### src/rtl/input_capture.sv
// Input capture: measures period and high time of an asynchronous input in
// prescaled clock ticks, one result per rising-to-rising cycle.
module input_capture #(
  parameter int WIDTH       = 16,
  parameter int DIV         = 0,
  parameter int SYNC_STAGES = 2
) (
  input  logic             clk,
  input  logic             rst,
  input  logic             enable,
  input  logic             signal_in,
  input  logic             clear_overflow,
  output logic [WIDTH-1:0] period,
  output logic [WIDTH-1:0] high_time,
  output logic             valid,
  output logic             overflow,
  output logic             busy
);

  // state        | meaning
  // IDLE         | waiting for an enabled rising edge to start a measurement
  // MEASURE_HIGH | input high, timer running, waiting for the falling edge
  // MEASURE_LOW  | input low, timer running, waiting for the closing rising edge
  typedef enum logic [1:0] {IDLE, MEASURE_HIGH, MEASURE_LOW} state_t;

  state_t state_q, state_d;

  logic [SYNC_STAGES-1:0] sync_q, sync_d;
  logic                   prev_q, prev_d;
  logic [WIDTH-1:0]       timer_q, timer_d;
  logic [WIDTH-1:0]       hi_latch_q, hi_latch_d;
  logic [WIDTH-1:0]       period_q, period_d;
  logic [WIDTH-1:0]       high_q, high_d;
  logic                   valid_q, valid_d;
  logic                   ovf_q, ovf_d;

  logic             sync_in, rise, fall;
  logic             tick, sat, start_clr;
  logic [WIDTH-1:0] timer_next;

  assign sync_in = sync_q[SYNC_STAGES-1];
  assign rise    = sync_in & ~prev_q;
  assign fall    = ~sync_in & prev_q;
  assign busy    = (state_q != IDLE);

  always_comb begin
    sync_d = {sync_q[SYNC_STAGES-2:0], signal_in};
    prev_d = sync_in;
  end

  // Prescaler only exists when ticks are slower than the clock.
  if (DIV > 0) begin : g_pre
    localparam logic [DIV-1:0] PRE_ONE = DIV'(1);
    logic [DIV-1:0] pre_q, pre_d;

    always_comb begin
      pre_d = pre_q;
      if (start_clr)
        pre_d = '0;
      else if (busy)
        pre_d = pre_q + PRE_ONE;
    end

    always_ff @(posedge clk) begin
      if (rst) pre_q <= '0;
      else     pre_q <= pre_d;
    end

    assign tick = busy & (&pre_q);
  end else begin : g_nopre
    assign tick = busy;
  end

  assign sat        = tick & (&timer_q);
  assign timer_next = (tick && !(&timer_q)) ? timer_q + 1'b1 : timer_q;

  always_comb begin
    state_d    = state_q;
    timer_d    = timer_q;
    hi_latch_d = hi_latch_q;
    period_d   = period_q;
    high_d     = high_q;
    valid_d    = 1'b0;
    ovf_d      = ovf_q & ~clear_overflow;
    start_clr  = 1'b0;

    if (!enable) begin
      state_d = IDLE;
    end else begin
      unique case (state_q)
        IDLE: begin
          if (rise) begin
            start_clr = 1'b1;
            state_d   = MEASURE_HIGH;
          end
        end
        MEASURE_HIGH: begin
          if (sat) begin
            ovf_d   = 1'b1;
            state_d = IDLE;
          end else begin
            timer_d = timer_next;
            if (fall) begin
              hi_latch_d = timer_next;
              state_d    = MEASURE_LOW;
            end
          end
        end
        MEASURE_LOW: begin
          if (sat) begin
            ovf_d   = 1'b1;
            state_d = IDLE;
          end else if (rise) begin
            // Closing edge doubles as the start of the next measurement.
            period_d  = timer_next;
            high_d    = hi_latch_q;
            valid_d   = 1'b1;
            start_clr = 1'b1;
            state_d   = MEASURE_HIGH;
          end else begin
            timer_d = timer_next;
          end
        end
        default: state_d = IDLE;
      endcase
    end

    if (start_clr) timer_d = '0;
  end

  always_ff @(posedge clk) begin
    if (rst) begin
      state_q    <= IDLE;
      sync_q     <= '1;
      prev_q     <= 1'b1;
      timer_q    <= '0;
      hi_latch_q <= '0;
      period_q   <= '0;
      high_q     <= '0;
      valid_q    <= 1'b0;
      ovf_q      <= 1'b0;
    end else begin
      state_q    <= state_d;
      sync_q     <= sync_d;
      prev_q     <= prev_d;
      timer_q    <= timer_d;
      hi_latch_q <= hi_latch_d;
      period_q   <= period_d;
      high_q     <= high_d;
      valid_q    <= valid_d;
      ovf_q      <= ovf_d;
    end
  end

  assign period    = period_q;
  assign high_time = high_q;
  assign valid     = valid_q;
  assign overflow  = ovf_q;

endmodule

### config.mk
export PLATFORM = sky130hd
export DESIGN_NAME = input_capture
export DESIGN_NICKNAME = d
export VERILOG_FILES = /design/src/rtl/input_capture.sv
export SDC_FILE = /design/constraint.sdc
export NUM_CORES = 1
export LEC_CHECK = 0
export ABC_AREA = 1
export BUFFER_PORTS_ARGS = -buffer_cell sky130_fd_sc_hd__clkbuf_2
export CORE_MARGIN = 4
export CORE_UTILIZATION = 58
export CTS_CLUSTER_DIAMETER = 50
export DETAILED_ROUTE_END_ITERATION = 16
export GPL_TIMING_DRIVEN = 0
export PLACE_DENSITY = 0.81
export SYNTH_ARGS = -nofsm -noshare
export SYNTH_HDL_FRONTEND = slang
export SYNTH_SLANG_ARGS = --single-unit
### constraint.sdc
create_clock -name clk -period 2.05 [get_ports clk]
set_input_delay 0.205 -clock clk [delete_from_list [all_inputs] [get_ports clk]]
set_output_delay 0.205 -clock clk [all_outputs]
set_load 0.01 [all_outputs]
Yosys cells after proc, flatten, opt, wreduce, memory -nomap -nowiden --
Index checks and enable logic that the tools add are counted.
Storage, ports and cells: register bits 71, latch bits 0, memory bits (writable) 0, bits in read-only memories 0, input bits 5, output and inout bits 35, logic and storage cells 56, memories 0
Cells by class: add/subtract/negate cells 1, multipliers 0, divide/modulo/power cells 0, magnitude comparators 0, equality and inequality tests 6, shift-type cells 0, mux-type cells 17, bitwise operators 10, reduce and logical (&&, ||, !) cells 13
Operators with widths (number):
- $mux 16 | 4
- $pmux 16 s2 | 1
- $add 16x1->16 const B | 1
- $reduce_and 16->1 | 1
- $mux 2 | 4
- $reduce_and 4->1 | 2
- $mux 1 | 6
- $ne 2x2->1 const B | 3
- $not 1->1 | 6
- $pmux 2 s3 | 1
- $reduce_or 2->1 | 3
- $reduce_and 5->1 | 1
- $and 1x1->1 | 4
- $reduce_bool 2->1 | 2
- $ne 3x3->1 const B | 1
- $reduce_or 3->1 | 1
- $eq 2x1->1 const B | 1
- $eq 2x2->1 const B | 1
- $logic_not 2->1 | 1
- $pmux 1 s2 | 1
- $logic_and 1x1->1 | 1
- $logic_not 1->1 | 1

Longest topological paths before layout --
word-level depth 7, depth in mapped cells 13, mapped depth without buffers 11

Worst setup path after synthesis --
No wires, ideal clock.
path kind reg-to-reg, start point register timer_q[0], end point register hi_latch_q[0], library setup time 0.140 ns, arrival time 1.552 ns, required time 1.910 ns, path slack 0.358 ns, stages on the path, launching flop included 12, path buffers 1, period minus slack after synthesis 1.692 ns, cell sequence dfxtp_1 -> ha_1 -> inv_1 -> nor2_2 -> nand2_2 -> nor2_4 -> nand2_4 -> nand3_4 -> inv_2 -> buf_6 -> nand2_1 -> a21oi_1
Between the ends: cells in the longest elaborated chain, start to end 4, elaborated cells between the ends (all ways) 8, those cells by class 1 x add/sub; 1 x mux; 2 x bitwise; 4 x reduce/logical
RTL lines:
- start, declared | RTL line 30 | logic [WIDTH-1:0] timer_q, timer_d;
- start signal, assigned | RTL line 146 | timer_q <= timer_d;
- branches (longest 4 deep; another with $add 16x1->16)
- end signal, assigned | RTL line 147 | hi_latch_q <= hi_latch_d;
- end, declared | RTL line 31 | logic [WIDTH-1:0] hi_latch_q, hi_latch_d;
Several ways; the timed one is not identified. A chain may end at the register's enable or synchronous reset.

Worst setup path after layout --
start point register state_q[0], end point register period_q[3] (netlist: period[3])
Between the ends: cells in the longest elaborated chain, start to end 4, elaborated cells between the ends (all ways) 7, those cells by class 1 x eq/ne; 1 x mux; 2 x bitwise; 3 x reduce/logical
RTL lines:
- start, declared | RTL line 26 | state_t state_q, state_d;
- start signal, assigned | RTL line 143 | state_q <= state_d;
- $reduce_bool 2->1 | RTL line 44 | assign busy = (state_q != IDLE);
- $and 1x1->1 | RTL line 74 | assign sat = tick & (&timer_q);
- $not 1->1 (no source line)
- $reduce_and 4->1 (no source line)
- end signal, assigned | RTL line 148 | period_q <= period_d;
- end, declared | RTL line 32 | logic [WIDTH-1:0] period_q, period_d;
Parallel ways exist; a longest one is shown, timed or not.

==> qor.yml <==
post_cts_resized: 0
finish.utilization_pct: 68.8
dp_slack_ps: 78.0
synthesis.area_mm2: 0.00360
cts_setup_buffers: 0
synth_top_area_cell: "dfxtp_1"
totalWireLength_um: 8190
clk_pin_slew_ps: 80
timing.final.ws_setup_ps: 133
drive_above_1_share_pct: 22.4
post_drt_wl_per_cell_um: 12.7
fp.dieW_um: 86.8
synth-seq-cells: 71
grt_pass1_vias: 3047
hold_violations: 0
core_mm2: 0.00599
place_inst: 630
yosys_warnings: 0
clk_latency_ps: 340
rows: 28
ys_top_cells_by_area: "dfxtp_1 39%, nand2_1 17%, nor2_1 7.0%"
cp_max_fo: 7
io_pins: 40
critical_path_class: "flip-flop to flip-flop"
h-tree-depth: 3
cts_root_buf: "clkbuf_8"
fin_crit_sh_pct: 93.5
start_util_pct: 60.1
grt_max_degree: 13
hpwl_um: 6060
diodes: 0
layout.nets: 576
pwr_density_cell_mw_per_mm2: 663
clock-sinks: 71
final.min_clock_period_ps: 1920
maxCapViolCount: 0
final_common_cell: "nand2_1"
synth_cell_types: 32
dieArea_mm2: 0.00754
cts_buffer_depth: 2
ir_drop_mv: 0.489
fmax_mhz: 522
die_h_um: 86.8
numCtsBuffers: 9
run_status: "finished, final reports clean"
drc: 0
cts_tree: "yes"
rsz0062_at_grt: "no"
min-delay-path-class: "primary input to flip-flop"
syn_inst: 517
port_buffers: 38
antenna_found_initial: 0
hold_buffers: 0
postRouteAntennaNets: 0
cp-start-kind: "flip-flop"
tns_ps: 0
area_delta_synth_final_pct: 14.4
firstDrtPassIters: 5
synth_seq_area_share_pct: 39.5
p_total_w: 0.00273
p_leak_nw: 1.83
final_cells: 646
routed_via_density: 5.16
synth_top_area_share_pct: 39.5
vias: 3334
arrival_ps: 2190
grtUsageTotal_pct: 23.2
synth_area_per_cell_um2: 6.97
grt_pass1_wl_um: 13800
gp_congestion: 0.885
fin_skew_ps: 7.57
finalMaxSlewViolations: 0
end_kind: "flip-flop"
worst-slew-pin-transition_ps: 580
synth_nets: 527
grt.overflow.total: 0
relSlewSlack_pct: 61.3
setup_viol: 0
drt_iter0_drc: 212
cp_data_required_time_ps: 2330
final_cell_mix: "163 x nand2_1, 70 x dfxtp_1, 67 x nor2_1, 49 x inv_1, 38 x clkbuf_2"
==> registers in the layout, summed over array words and instances (netlist names) <==
name	cells
overflow	1
state_q	2
prev_q	1
timer_q	16
sync_q	2
valid	1
hi_latch_q	16
period	16
high_time	16
==> layout make-up <==
type	count	area, µm²
buffer	21	166
clock buffer	11	141
clock inverter	5	81.3
fill	513	1870
inverter	58	223
multi-input combinational	367	1800
sequential	71	1420
tap	75	93.8
timing repair buffer	38	190
==> cell families after synthesis <==
group	synth area share, %
AOI/OAI and AO/OA	10.7
xor gates and xnor gates	1.46
adders and majority gates	1.74
buffers and inverters	10.8
DFF	39.5
and+or+nand+nor	35.9
==> through the flow <==
step	hold slack, ps	cell area [µm²]
after floorplan	309	3600
after global placement	390	3890
after detailed placement	390	3890
after CTS	34.8	4110
after global routing	45.8	4120
final	46.4	4120
==> power by group <==
part,switching [W],internal [W]
registers,0.00000693,0.00138
clock network,0.000529,0.000719
logic,0.0000658,0.0000285
total,0.000602,0.00213
==> metal layers <==
metal  up-vias  track usage, %  share of wire (%)
met1      1548            30.9                 46
li1       1694               -                  -
met2        78            36.9                 48
met4         0            9.92                1.8
met3        14            3.90                3.8
met5         -               0                  0
==> worst max-delay path, cell delays in order, from the launching register on <==
cell and delay, ps:
dfxtp_1 380, inv_1 80, ha_1 260, inv_1 230, nand2_4 130, o21ai_0 440, inv_1 160, a21oi_1 160
==> final timing paths <==
check / startpoint / end / slack [ps] / cells after the start
worst max-delay path: state_q[0] / period[3] / 130 / 7
worst min-delay path: signal_in / sync_q[0] / 50 / 2
worst max register to register: state_q[0] / period[3] / 130 / 7
worst min register to register: sync_q[0] / sync_q[1] / 420 / 1
==> cells in the mapped netlist (all sizes together) <==
cell,number
xor2,5
or2,3
o22ai,1
nand3b,4
nand4,6
o21ai,23
xnor2,1
nor3,2
nor2,72
nand2,184
inv,57
clkbuf,6
buf,15
nand3,19
a21oi,42
clkinv,1
ha,5
dfxtp,71
No activity file was read; power rests on OpenSTA's default activity.
